$ cat config.mk
export PLATFORM = sky130hd
export DESIGN_NAME = level_input_conditioner
export DESIGN_NICKNAME = d
export VERILOG_FILES = /design/src/rtl/level_pkg.sv /design/src/rtl/level_input_conditioner_debounce_bit.sv /design/src/rtl/level_input_conditioner.sv
export SDC_FILE = /design/constraint.sdc
export NUM_CORES = 1
export LEC_CHECK = 0
export ABC_CLOCK_PERIOD_IN_PS = 3650
export BUFFER_PORTS_ARGS = -buffer_cell sky130_fd_sc_hd__buf_2
export CORE_UTILIZATION = 55
export DETAILED_ROUTE_END_ITERATION = 10
export HOLD_SLACK_MARGIN = 0.1
export PLACE_DENSITY = 0.75
export SLEW_MARGIN = 5
export SYNTH_ARGS = -nofsm -noshare
export SYNTH_HDL_FRONTEND = slang
export SYNTH_SLANG_ARGS = --single-unit
$ cat constraint.sdc
create_clock -name clk -period 3.65 [get_ports clk]
set_input_delay 0.73 -clock clk [delete_from_list [all_inputs] [get_ports clk]]
set_output_delay 0.73 -clock clk [all_outputs]
set_load 0.05 [all_outputs]
$ cat src/rtl/level_pkg.sv
// level_pkg: shared definitions for the level-control front end.
//   LVL_* : 2-bit level codes seen by the downstream machine.
//   lic_out_t : registered output bundle of the conditioner.
//   therm_to_lvl : sensor thermometer code -> {legal, level}.
package level_pkg;

  localparam logic [1:0] LVL_EMPTY = 2'd0;
  localparam logic [1:0] LVL_LOW   = 2'd1;
  localparam logic [1:0] LVL_MID   = 2'd2;
  localparam logic [1:0] LVL_FULL  = 2'd3;

  typedef struct packed {
    logic [1:0] b;
    logic [1:0] v;
    logic       e;
    logic       fault;
    logic       upd;
  } lic_out_t;

  // Bit0 is the lowest probe; only contiguous-from-bottom wet patterns are legal.
  function automatic logic [2:0] therm_to_lvl(input logic [2:0] t);
    case (t)
      3'b000:  return {1'b1, LVL_EMPTY};
      3'b001:  return {1'b1, LVL_LOW};
      3'b011:  return {1'b1, LVL_MID};
      3'b111:  return {1'b1, LVL_FULL};
      default: return {1'b0, LVL_EMPTY};
    endcase
  endfunction

endpackage

$ cat src/rtl/level_input_conditioner_debounce_bit.sv
// debounce_bit: synchroniser chain + consecutive-cycle debounce for one raw bit.
//   clk, rst  : clock, async active-high reset
//   raw_i     : asynchronous raw input
//   deb_o     : debounced value
//   pending_o : synchronised value currently differs from deb_o
module debounce_bit #(
  parameter int SYNC_STAGES = 2,
  parameter int DEB_CYCLES  = 4
) (
  input  logic clk,
  input  logic rst,
  input  logic raw_i,
  output logic deb_o,
  output logic pending_o
);

  localparam int CNT_W = $clog2(DEB_CYCLES + 1);
  localparam logic [CNT_W-1:0] CNT_MAX = CNT_W'(DEB_CYCLES - 1);

  logic [SYNC_STAGES-1:0] sync_q;
  logic                   syn;
  logic                   deb_q, deb_d;
  logic [CNT_W-1:0]       cnt_q, cnt_d;

  assign syn = sync_q[SYNC_STAGES-1];

  // Counter only runs while syn disagrees with deb; any agreement clears it,
  // so a bounce throws away the partial count. It never passes CNT_MAX.
  always_comb begin
    deb_d = deb_q;
    cnt_d = '0;
    if (syn != deb_q) begin
      if (cnt_q == CNT_MAX) deb_d = ~deb_q;
      else                  cnt_d = cnt_q + 1'b1;
    end
  end

  always_ff @(posedge clk or posedge rst) begin
    if (rst) begin
      sync_q <= '0;
      deb_q  <= 1'b0;
      cnt_q  <= '0;
    end else begin
      sync_q <= {sync_q[SYNC_STAGES-2:0], raw_i};
      deb_q  <= deb_d;
      cnt_q  <= cnt_d;
    end
  end

  assign deb_o     = deb_q;
  assign pending_o = syn ^ deb_q;

endmodule

$ cat src/rtl/level_input_conditioner.sv
// level_input_conditioner: synchronise/debounce selector, enable and sensor
// inputs and present registered codes to the level-control machine.
//   clk, rst   : clock, async active-high reset
//   sw_raw     : raw selector switches (-> b)
//   en_raw     : raw enable switch
//   sens_raw   : raw level probes, bit0 lowest, 1 = wet
//   b, v       : selected level, measured level
//   e          : qualified enable (settled, legal, deb enable high)
//   fault      : illegal sensor pattern present
//   upd        : one-cycle pulse when b or v changes
module level_input_conditioner
  import level_pkg::*;
#(
  parameter int SYNC_STAGES = 2,
  parameter int DEB_CYCLES  = 4
) (
  input  logic       clk,
  input  logic       rst,
  input  logic [1:0] sw_raw,
  input  logic       en_raw,
  input  logic [2:0] sens_raw,
  output logic [1:0] b,
  output logic [1:0] v,
  output logic       e,
  output logic       fault,
  output logic       upd
);

  localparam int NBITS = 6;

  // Bit layout: [2:0] sensors, [4:3] selector, [5] enable.
  logic [NBITS-1:0] raw, deb, pend;
  logic [2:0]       enc;
  logic             legal;
  lic_out_t         out_q, out_d;

  assign raw = {en_raw, sw_raw, sens_raw};

  for (genvar i = 0; i < NBITS; i++) begin : g_deb
    debounce_bit #(
      .SYNC_STAGES (SYNC_STAGES),
      .DEB_CYCLES  (DEB_CYCLES)
    ) u_deb (
      .clk       (clk),
      .rst       (rst),
      .raw_i     (raw[i]),
      .deb_o     (deb[i]),
      .pending_o (pend[i])
    );
  end

  assign enc   = therm_to_lvl(deb[2:0]);
  assign legal = enc[2];

  always_comb begin
    out_d       = '0;
    out_d.b     = deb[4:3];
    out_d.v     = legal ? enc[1:0] : out_q.v;  // hold last legal level
    out_d.fault = ~legal;
    // Any bit mid-change blocks the enable until everything settles.
    out_d.e     = deb[5] & legal & ~(|pend);
    out_d.upd   = (out_d.b != out_q.b) | (out_d.v != out_q.v);
  end

  always_ff @(posedge clk or posedge rst) begin
    if (rst) out_q <= '0;
    else     out_q <= out_d;
  end

  assign b     = out_q.b;
  assign v     = out_q.v;
  assign e     = out_q.e;
  assign fault = out_q.fault;
  assign upd   = out_q.upd;

endmodule

==> out/results.ini <==
[status]
run_status = finished with violations
violations = DRC

[power_and_ir_drop]
powerDensity_nw_per_um2 = 802.3
worst_ir_drop_vdd_mv = 0.4631
leakage_nw = 0.8704
report.power.total_mw = 1.452

[timing]
layout_min_cycle_time_ps = 1809
timing.setup.tns_ps = 0
unrepaired_setup_endpoints_after_global_routing = false
timing.max_slew.rel_slack_pct = 65.83
post-route-period-util_pct = 49.57
timing.fmax_mhz = 552.7
final.setup_skew_ps = 7.405
timing.final.hold_violations = 0
timing.final.setup_violations = 0
worstMarginPinSlew_ps = 512.5
slew_viol_final = 0

[cts]
cts_hold_buffers = 0
htree_levels = 2
clk_pin_slew_ps = 110
worst_skew_pair.late_latency_ps = 340
post-cts-setup-buffer-count = 0
cts.root.buffer_cell = clkbuf_4
cts_tree = done
cts_inserted_buffers = 5
cts.sink_count = 43
post_cts_resized = 0
max-clock-path-buffers = 2

[worst_setup_path]
crit_path_largest_cell_delay_ps = 450
critical_path_start_end_classification = reg -> out
cp_data_arrival_time_ps = 1080
crit_required_ps = 2920
path_max_fanout = 6
worstSetupStartpointType = flop
critical_path.top_delay_family = flip-flops
worst_setup_path_end_kind = primary output
slowest_stage = dfrtp_1
worstPathCellList = buf_2
cp_num_buf_inv = 1

[floorplan]
rows = 19
ios = 15
die_area_sq_um = 3240
fp.coreArea_sq_um = 2805
initial_core_util_pct = 59.14
die-width_um = 56.92
height_of_the_chip_um = 56.92

[global_route]
grt_start_max_net_pins = 44
grt_first_pass_wirelength_um = 3988
grt_pass1_vias = 936
grt_util_all_layers_pct = 16.97
globalRouteOverflowTotal = 0
antenna_found_initial = 0

[cells_and_area]
number_of_nets_in_the_finished_design = 151
antenna_cells = 0
area_growth_pct = 9.125
layout-drive-gt1-share_pct = 21.17
instances_no_fill = 168
final_core_utilization_pct = 64.54
fin_area_sq_um = 1810
fillCellCount = 231

[logic_synthesis]
synth.cell_area_sq_um = 1659
most_repeated_cell_in_the_gate_level_netlist_after_synthesis = dfrtp_1
sequential_fraction_of_the_synthesis_area_pct = 64.86
synth-warning-count = 0
yosysTopAreaCellShare_pct = 64.86
dominantRegCellSynth = dfrtp_1
netlist_top_cells_count = 43 x dfrtp_1, 10 x nor3b_1, 7 x xnor2_1
syn-instance-count = 118
synth-edff-count = 0
syn_area_per_cell_sq_um = 14.06
synthDominantAreaCellType = dfrtp_1
synthDistinctLibCells = 28
synth.area.top_cells = dfrtp_1 65%, ha_1 4.5%, nor3b_1 4.5%
asyncSetResetFlopFracSynth_pct = 100.0
synthesis.nets = 132
synth.ff_latch_count = 43

[route]
postRouteAntennaNets = 0
routedWlPerCell_um = 13.26
totalWireLength_um = 2228
route.detailed.drc = 2
detail_route.iter0.violations = 23
vias = 901
drt_first_pass_iters = 7
post_drt_via_cell_ratio = 5.363

[placed_design]
postPlaceCellArea_sq_um = 1739
place.gp.congestion = 0.7664
post-dp-hpwl_um = 1618
port_buffers = 14
placedCellCount = 161

[min_path]
holdCritPathClass = reg -> reg

[run]
max_cap_viol_count = 0

==> worst paths after layout <==
check                      cells past startpoint                        to  slack, ps                     start
hold reg to reg                                0  g_deb[5].u_deb.sync_q[1]        360  g_deb[5].u_deb.sync_q[0]
setup / recovery                               1                      v[0]       1840                      v[0]
hold / removal                                 0  g_deb[5].u_deb.sync_q[1]        360  g_deb[5].u_deb.sync_q[0]
setup reg to reg                               3                         e       2300      g_deb[1].u_deb.deb_o
max in group asynchronous                      3  g_deb[3].u_deb.sync_q[0]       2800                       rst
min in group asynchronous                      3  g_deb[5].u_deb.sync_q[0]        500                       rst
==> power by group <==
| part | switching (mW) | total (mW) | internal [mW] |
|---|---|---|---|
| combinational | 0.267 | 0.463 | 0.195 |
| sequential | 0.115 | 0.714 | 0.599 |
| clock | 0.135 | 0.276 | 0.141 |
| total | 0.517 | 1.45 | 0.936 |
==> cells in the final DEF, fill, tap and decap left out, drive strengths merged, types with 2 or more instances in the layout <==
master	count
and3	2
nor3b	10
xor2	3
nor2	4
nor3	4
nand2	6
dfrtp	43
nor2b	5
nand2b	3
clkbuf	6
o21ai	2
ha	6
a21oi	2
mux2	5
inv	2
o21bai	2
and3b	2
xnor2	7
buf	15
==> layer usage <==
| metal | routed length, um | GRT usage [%] | up-vias |
|---|---|---|---|
| li1 | - | - | 438 |
| met1 | 982 | 20.13 | 444 |
| met2 | 1129 | 27.90 | 14 |
| met3 | 69 | 4.839 | 5 |
| met4 | 46 | 9.408 | 0 |
| met5 | 0 | 0 | - |
==> worst reg2reg max path: cells and delay by family (launching register included) <==
kind	cells	cell delay, ps
flip-flops	1	520
AO/OA/AOI/OAI	2	330
AND/OR/NAND/NOR	1	450
==> sequential cells by signal (all words and copies together), names as in the netlist <==
name	count
b	2
g_deb.u_deb.deb_o	6
fault	1
g_deb.u_deb.cnt_q	18
e	1
g_deb.u_deb.sync_q	12
v	2
upd	1
==> cell type report <==
cell class / count / area [sq um] / share of cell area [%]
timing repair buffer: 15 / 77.57 / 4.285
sequential: 43 / 1076 / 59.43
multi-input combinational: 70 / 539.3 / 29.79
inverter: 2 / 7.507 / 0.4147
clock inverter: 1 / 30.03 / 1.659
clock buffer: 6 / 41.29 / 2.281
tap: 31 / 38.79 / 2.142
==> kinds of logic after synthesis <==
family / after synthesis / synth area share [%]
flip-flops: 43 / 64.86
multiplexers: 5 / 3.393
adder cells (fa/ha/maj): 6 / 4.525
buffers and inverters: 5 / 2.639
XOR/XNOR: 10 / 5.279
AO/OA/AOI/OAI: 10 / 4.449
AND/OR/NAND/NOR: 39 / 14.86
==> through the flow <==
stage	setup WS, ps	hold slack, ps
global placement	2251	333.1
CTS	1826	363.2
floorplan	1917	331.2
global route	1774	378.5
detailed placement	2209	337.1
finish	1841	359.7
No activity file was read; power rests on OpenSTA's default activity.
